===== src/rtl/servo_pwm_multi.sv =====
// servo_pwm_multi: N-channel hobby-servo PWM generator.
// A shared free-running frame counter drives every channel. Each channel holds a
// target and a current position (degrees); the current position follows the
// target once per frame, optionally slew-limited. Pulses are staggered by
// channel index so servo inrush currents do not coincide.
// Width, enable and position only change at the frame boundary, so every pulse
// emitted is a complete, legal width.
module servo_pwm_multi #(
  parameter int N_CH          = 4,
  parameter int FRAME_TICKS   = 200000,
  parameter int MIN_TICKS     = 5000,
  parameter int STEP_TICKS    = 111,
  parameter int MAX_DEG       = 180,
  parameter int SLEW_DEG      = 0,
  parameter int STAGGER_TICKS = 25000
) (
  input  logic            clk_10MHz,
  input  logic            reset,
  input  logic            wr_en,
  input  logic [3:0]      wr_ch,
  input  logic [7:0]      wr_pos,
  input  logic [N_CH-1:0] ch_en,
  output logic [N_CH-1:0] servo_pwm,
  output logic            frame_start,
  output logic [N_CH-1:0] busy
);

  localparam int            CW        = $clog2(FRAME_TICKS);
  localparam logic [CW-1:0] LAST_CNT  = CW'(FRAME_TICKS - 1);
  localparam logic [7:0]    MAX_POS   = 8'(MAX_DEG);
  localparam logic [7:0]    SLEW      = 8'(SLEW_DEG);
  localparam logic [7:0]    RST_POS   = 8'd90;
  localparam logic [CW-1:0] RST_WIDTH = CW'(MIN_TICKS + 90 * STEP_TICKS);
  localparam logic [CW-1:0] MIN_W     = CW'(MIN_TICKS);
  localparam logic [CW-1:0] STEP_W    = CW'(STEP_TICKS);

  logic [CW-1:0]   r_cnt;
  logic            r_frame_start;
  logic [7:0]      r_tgt   [N_CH];
  logic [7:0]      r_cur   [N_CH];
  logic [CW-1:0]   r_width [N_CH];
  logic [N_CH-1:0] r_en_lat;
  logic [N_CH-1:0] r_pwm;

  logic            w_boundary;
  logic [7:0]      w_wr_pos_clamped;
  logic [7:0]      w_diff       [N_CH];
  logic [7:0]      w_next_cur   [N_CH];
  logic [CW-1:0]   w_next_width [N_CH];
  logic [CW:0]     w_off        [N_CH];
  logic [N_CH-1:0] w_pwm_next;
  logic [N_CH-1:0] w_busy;

  assign w_boundary       = (r_cnt == LAST_CNT);
  assign w_wr_pos_clamped = (wr_pos > MAX_POS) ? MAX_POS : wr_pos;

  // Frame counter: free-running 0..FRAME_TICKS-1; frame_start marks the cycle after cnt==0.
  always_ff @(posedge clk_10MHz) begin
    if (reset) begin
      r_cnt         <= '0;
      r_frame_start <= 1'b0;
    end else begin
      r_cnt         <= w_boundary ? '0 : r_cnt + CW'(1);
      r_frame_start <= (r_cnt == '0);
    end
  end

  // Next position per channel: jump to target, or step by SLEW toward it when far away.
  always_comb begin
    for (int k = 0; k < N_CH; k++) begin
      w_diff[k]     = (r_tgt[k] >= r_cur[k]) ? (r_tgt[k] - r_cur[k]) : (r_cur[k] - r_tgt[k]);
      w_next_cur[k] = r_tgt[k];
      if ((SLEW != 8'd0) && (w_diff[k] > SLEW)) begin
        if (r_tgt[k] > r_cur[k]) begin
          w_next_cur[k] = r_cur[k] + SLEW;
        end else begin
          w_next_cur[k] = r_cur[k] - SLEW;
        end
      end
      w_next_width[k] = MIN_W + CW'(w_next_cur[k]) * STEP_W;
    end
  end

  // Target writes land any cycle; the boundary update reads the pre-write target.
  always_ff @(posedge clk_10MHz) begin
    if (reset) begin
      for (int k = 0; k < N_CH; k++) begin
        r_tgt[k] <= RST_POS;
      end
    end else begin
      for (int k = 0; k < N_CH; k++) begin
        if (wr_en && (wr_ch == 4'(k))) begin
          r_tgt[k] <= w_wr_pos_clamped;
        end
      end
    end
  end

  // Frame-boundary latch of position, pulse width and enable (keeps pulses glitch-free).
  always_ff @(posedge clk_10MHz) begin
    if (reset) begin
      r_en_lat <= '0;
      for (int k = 0; k < N_CH; k++) begin
        r_cur[k]   <= RST_POS;
        r_width[k] <= RST_WIDTH;
      end
    end else if (w_boundary) begin
      r_en_lat <= ch_en;
      for (int k = 0; k < N_CH; k++) begin
        r_cur[k]   <= w_next_cur[k];
        r_width[k] <= w_next_width[k];
      end
    end
  end

  // Pulse window per channel: [k*STAGGER, k*STAGGER + width), one extra bit avoids wrap.
  always_comb begin
    w_pwm_next = '0;
    for (int k = 0; k < N_CH; k++) begin
      w_off[k]      = (CW+1)'(k * STAGGER_TICKS);
      w_pwm_next[k] = r_en_lat[k]
                      && ({1'b0, r_cnt} >= w_off[k])
                      && ({1'b0, r_cnt} < (w_off[k] + {1'b0, r_width[k]}));
    end
  end

  // Registered PWM outputs.
  always_ff @(posedge clk_10MHz) begin
    if (reset) begin
      r_pwm <= '0;
    end else begin
      r_pwm <= w_pwm_next;
    end
  end

  // Busy while a channel has not yet reached its target.
  always_comb begin
    w_busy = '0;
    for (int k = 0; k < N_CH; k++) begin
      w_busy[k] = (r_cur[k] != r_tgt[k]);
    end
  end

  assign servo_pwm   = r_pwm;
  assign frame_start = r_frame_start;
  assign busy        = w_busy;

endmodule


===== config.mk =====
export PLATFORM = sky130hd
export DESIGN_NAME = servo_pwm_multi
export DESIGN_NICKNAME = d
export VERILOG_FILES = /design/src/rtl/servo_pwm_multi.sv
export SDC_FILE = /design/constraint.sdc
export NUM_CORES = 1
export LEC_CHECK = 0
export ABC_AREA = 1
export BUFFER_PORTS_ARGS = -buffer_cell sky130_fd_sc_hd__buf_2
export CORE_MARGIN = 3
export CORE_UTILIZATION = 55
export CTS_BUF_LIST = sky130_fd_sc_hd__clkbuf_8
export CTS_CLUSTER_DIAMETER = 40
export DETAILED_ROUTE_END_ITERATION = 6
export PLACE_DENSITY_LB_ADDON = 0.1
export SLEW_MARGIN = 5
export SYNTH_ARGS = -nofsm -noshare
export SYNTH_HDL_FRONTEND = slang
export SYNTH_SLANG_ARGS = --single-unit

===== constraint.sdc =====
create_clock -name clk_10MHz -period 4.87 [get_ports clk_10MHz]
set_input_delay 0.7305 -clock clk_10MHz [delete_from_list [all_inputs] [get_ports clk_10MHz]]
set_output_delay 0.7305 -clock clk_10MHz [all_outputs]
set_load 0.05 [all_outputs]

### Word level (Yosys, flattened, before mapping)

Memories as Yosys holds them, arrays and structs flattened.
Cells that the tools add are included.

| storage, ports and cells | value |
|---|---|
| input bits | 19 |
| bits in writable memories | 128 |
| output and inout port bits | 9 |
| flip-flop bits (word level) | 27 |
| memories | 3 |
| bits in latches | 0 |
| ROM bits | 0 |

| operators by class | value |
|---|---|
| shift operators | 0 |
| bitwise logic cells | 12 |
| reduce and logical (&&, ||, !) cells | 14 |
| muxes and demuxes | 30 |
| eq/ne operators | 8 |
| magnitude comparators | 8 |
| divide/modulo/power cells | 0 |
| multipliers | 4 |
| $add $sub $neg | 8 |

Memories:

| name | words | width | rd ports | clocked after memory_dff | wr ports | RTL line | source |
|---|---|---|---|---|---|---|---|
| r_width | 4 | 16 | 4 | 0 | 4 | 41 | `logic [CW-1:0] r_width [N_CH];` |
| r_cur | 4 | 8 | 4 | 0 | 4 | 40 | `logic [7:0] r_cur [N_CH];` |
| r_tgt | 4 | 8 | 4 | 0 | 4 | 39 | `logic [7:0] r_tgt [N_CH];` |

Operator list:

| kind | number |
|---|---|
| $mux 8 | 9 |
| $add 13x15->16 const A | 4 |
| $mux 16 | 4 |
| $mul 8x7->15 const B | 4 |
| $lt 18x19->1 | 3 |
| $ne 8x8->1 | 4 |
| $add 15x18->19 const A | 1 |
| $add 16x18->19 const A | 1 |
| $add 17x18->19 const A | 1 |
| $add 18x1->18 const B | 1 |
| $eq 18x18->1 const B | 1 |
| $ge 18x15->1 const B | 1 |
| $ge 18x16->1 const B | 1 |
| $ge 18x17->1 const B | 1 |
| $logic_not 18->1 | 1 |
| $lt 18x18->1 | 1 |
| $mux 1 | 17 |
| $or 1x1->1 | 12 |
| $logic_and 1x1->1 | 11 |
| $eq 4x2->1 const B | 2 |
| $gt 8x8->1 const B | 1 |
| $eq 4x1->1 const B | 1 |
| $logic_not 4->1 | 1 |
| $reduce_or 2->1 | 1 |

### Longest topological paths before layout

| logic depth | value |
|---|---|
| depth in word-level cells | 6 |
| depth in mapped cells | 19 |
| mapped depth without buffers | 19 |

### Least setup slack after synthesis

OpenSTA, ideal clock, no wires.

| timing | value |
|---|---|
| kind | register -> register |
| from | mem r_tgt[0][3] |
| to | mem r_width[0][7] in the netlist's numbering, data pin |
| slack | 1014 ps |
| period minus slack after synthesis | 3856 ps |
| cell stages (with the launch flop) | 14 |
| buffers on the path | 0 |
| arrival | 3593 ps |
| cells stage by stage | edfxtp_1 > inv_1 > fa_1 > inv_1 > ha_1 > inv_1 > fa_1 > fa_1 > inv_1 > ha_1 > a21oi_1 > nand2_1 > xor2_1 > or2_2 |

RTL lines:

| item | RTL line |
|---|---|
| start: declaration | 39 |
| end: declaration | 41 |

==> impl_metrics.env <==
export IMPL_worst_ep_arrival_time_ns=4.30
export IMPL_cts_root_buf="clkbuf_8"
export IMPL_cts_hold_buffers=0
export IMPL_core_sq_um=26500
export IMPL_p_clk_frac=0.176
export IMPL_worstSetupPathType="flip-flop to flip-flop"
export IMPL_cts_resized=0
export IMPL_skew_ns=0.0156
export IMPL_htreeDepth=4
export IMPL_critPathCaptureType="flip-flop"
export IMPL_final_cells=2215
export IMPL_grt_pass1_wl_um=54700
export IMPL_synthFlopType="edfxtp_1"
export IMPL_switching_power_uw=2720
export IMPL_irDropWorstVdd_v=0.000320
export IMPL_ant_nets=0
export IMPL_setup_viol=0
export IMPL_p_seq_frac=0.253
export IMPL_worst_slew_pin_slew_ns=1.12
export IMPL_grt_pass1_vias=11432
export IMPL_rsz0062_at_grt="false"
export IMPL_relSlewSlack=0.252
export IMPL_die_x_um=172
export IMPL_grt_max_degree=69
export IMPL_fin_hold_ws_ns=0.458
export IMPL_setup_tns_ns=0
export IMPL_ioPinCount=28
export IMPL_dr_pass1_iters=5
export IMPL_power_leakage_uw=0.00811
export IMPL_start_util=0.569
export IMPL_syn_area_per_cell_sq_um=8.23
export IMPL_clkTransAtPathRegs_ns=0.10
export IMPL_grt_antenna_before_repair=0
export IMPL_wl_per_cell_um=14.7
export IMPL_pwr_share_comb=0.571
export IMPL_rr_startpoint="r_tgt[1][7]"
export IMPL_final_nets=2213
export IMPL_gr_total_overflow=0
export IMPL_post_cts_buffers=0
export IMPL_cts_inserted_buffers=17
export IMPL_min_path_cells=3
export IMPL_yosys_top_cells_area="edfxtp_1, ha_1, fa_1"
export IMPL_path_max_fanout=6
export IMPL_drt_wl_total_um=32600
export IMPL_ys_ff_latch=151
export IMPL_finalHoldViolCount=0
export IMPL_reg2regPathDepth=14
export IMPL_r2r_end="r_width[1][12]"
export IMPL_synthCells=1833
export IMPL_gp_congestion=0.923
export IMPL_run_status="finished clean"
export IMPL_timing_final_ws_setup_ns=0.752
export IMPL_clk_latency_ns=0.47
export IMPL_dieArea_sq_um=29500
export IMPL_synth_area_sq_um=15100
export IMPL_grt_use_total=0.234
export IMPL_finalCriticalPeriod_ns=4.12
export IMPL_std_cell_rows=59
export IMPL_diodes=0
export IMPL_yosysWarningCount=0
export IMPL_netlist_area_leader_share=0.247
export IMPL_area_growth_pct=6.16
export IMPL_async_reset_ff_frac=0
export IMPL_powerDensity_nw_per_um2=368
export IMPL_vias=11422
export IMPL_cts_tree="done"
export IMPL_fmax_mhz=243
export IMPL_drv_slew=0
export IMPL_drv_cap=0
export IMPL_drc=0
export IMPL_endpoint="r_width[1][12]"
export IMPL_synth_largest_area_cell="edfxtp_1"
export IMPL_critical_path_startpoint="r_tgt[1][7]"
export IMPL_die_h_um=172
export IMPL_internal_power_uw=3180
export IMPL_fin_crit_sh=0.846
export IMPL_dp_hpwl_um=25700
export IMPL_first_iter_violations=643
export IMPL_min_path_type="input pin to flip-flop"
export IMPL_dpl_cell_count=2184
export IMPL_clockBufferDepth=2
export IMPL_switching_share=0.461
export IMPL_synth_seq_area_share=0.283
export IMPL_dp_slack_ns=0.746
export IMPL_numClockSinks=151
export IMPL_port_buffers=27
export IMPL_cp_required_ns=5.05
export IMPL_rrSetupSlack_ns=0.75
export IMPL_synthDistinctLibCells=33
export IMPL_synth_fp_nets=2178
export IMPL_start_kind="flip-flop"
export IMPL_synth_edff_count=124
export IMPL_drive_above_1_share=0.0468
export IMPL_viasPerCell=5.16
cell type report:
| class | instances | area [sq um] |
|---|---|---|
| fillers | 2398 | 10500 |
| multi-input cells | 1296 | 9350 |
| flip-flops and latches | 151 | 4260 |
| inverters | 372 | 1400 |
| well taps | 335 | 419 |
| clock buffers | 17 | 234 |
| clock inverters | 14 | 184 |
| repair buffers | 30 | 170 |
kinds of logic after synthesis:
family	after synthesis	synth area share
fa+ha+maj	326	0.313
simple gates	740	0.205
compound gates	145	0.0522
flops	151	0.283
xor+xnor	85	0.0493
buf+inv	386	0.0982
cell usage in the layout, fill, tap and decap left out, types with 21 or more instances in the layout:
master,instances
a21oi_1,87
buf_2,27
dfxtp_1,27
edfxtp_1,124
fa_1,86
ha_1,240
inv_1,371
nand2_1,362
nand3_1,95
nand4_1,27
nor2_1,200
nor3_1,21
o21ai_0,33
xor2_1,68
registers in the layout (all words and copies together), names as in the netlist:
name	flops
r_cur	31
frame_start	1
r_cnt	18
r_en_lat	4
servo_pwm	4
r_tgt	32
r_width	61
power by group through the flow:
| stage | Clock, uW | Sequential, uW | Combinational, uW |
|---|---|---|---|
| after floorplan | 0 | 1500 | 2700 |
| after global placement | 0 | 1520 | 3310 |
| after detailed placement | 0 | 1520 | 3350 |
| after CTS | 1070 | 1490 | 3380 |
| after global routing | 1120 | 1500 | 3970 |
| final | 1040 | 1490 | 3370 |
how the worst min path moves through the flow:
| stage | start | end | slack [ns] |
|---|---|---|---|
| global placement | r_en_lat[0] | r_en_lat[0] | 0.45 |
| finish | ch_en[2] | r_en_lat[2] | 0.46 |
| detailed placement | r_en_lat[1] | r_en_lat[1] | 0.48 |
| floorplan | r_en_lat[0] | r_en_lat[0] | 0.42 |
| global route | ch_en[1] | r_en_lat[1] | 0.43 |
| CTS | ch_en[2] | r_en_lat[2] | 0.43 |
synth_stat cells (2+ instances only):
library cell and n:
nand2_1 363, or2_2 19, inv_1 371, nor4_1 5
xnor2_1 17, a21o_1 10, nor2_2 3, nand4_1 27
fa_1 86, buf_2 8, nor3_1 21, buf_6 2
ha_1 240, nor2_1 200, xor2_1 68, edfxtp_1 124
a31oi_1 2, o21a_1 3, nand3_1 95, buf_4 2
clkbuf_1 2, o21bai_1 9, o21ai_0 33, a21oi_1 87
nand3b_1 2, dfxtp_1 27
metal layers:
metal | share of wire | GRT usage | vias to the layer above
met5 | 0 | 0 | -
met4 | 0.015 | 0.0577 | 0
met3 | 0.034 | 0.0382 | 35
met2 | 0.47 | 0.397 | 178
met1 | 0.48 | 0.315 | 5304
li1 | - | - | 5905
worst max-delay path, stage by stage, from the launching register on:
cell and delay, ns:
edfxtp_1 0.57, inv_1 0.22, ha_1 0.36, fa_1 0.51, fa_1 0.52, inv_1 0.05, fa_1 0.53, inv_1 0.04
ha_1 0.34, a21oi_1 0.28, nor2_1 0.07, nor2_1 0.14, nand3_1 0.10, nand2_1 0.06, nand3_1 0.05
stage by stage:
stage                     power (uW)  area (sq um)   util
final                           5900         16000  0.604
after global routing            6590         16000  0.604
after CTS                       5940         16000  0.604
after detailed placement        4870         15600  0.589
after global placement          4830         15600  0.589
after floorplan                 4210         15100      -
(Power assumes the default switching activity.)
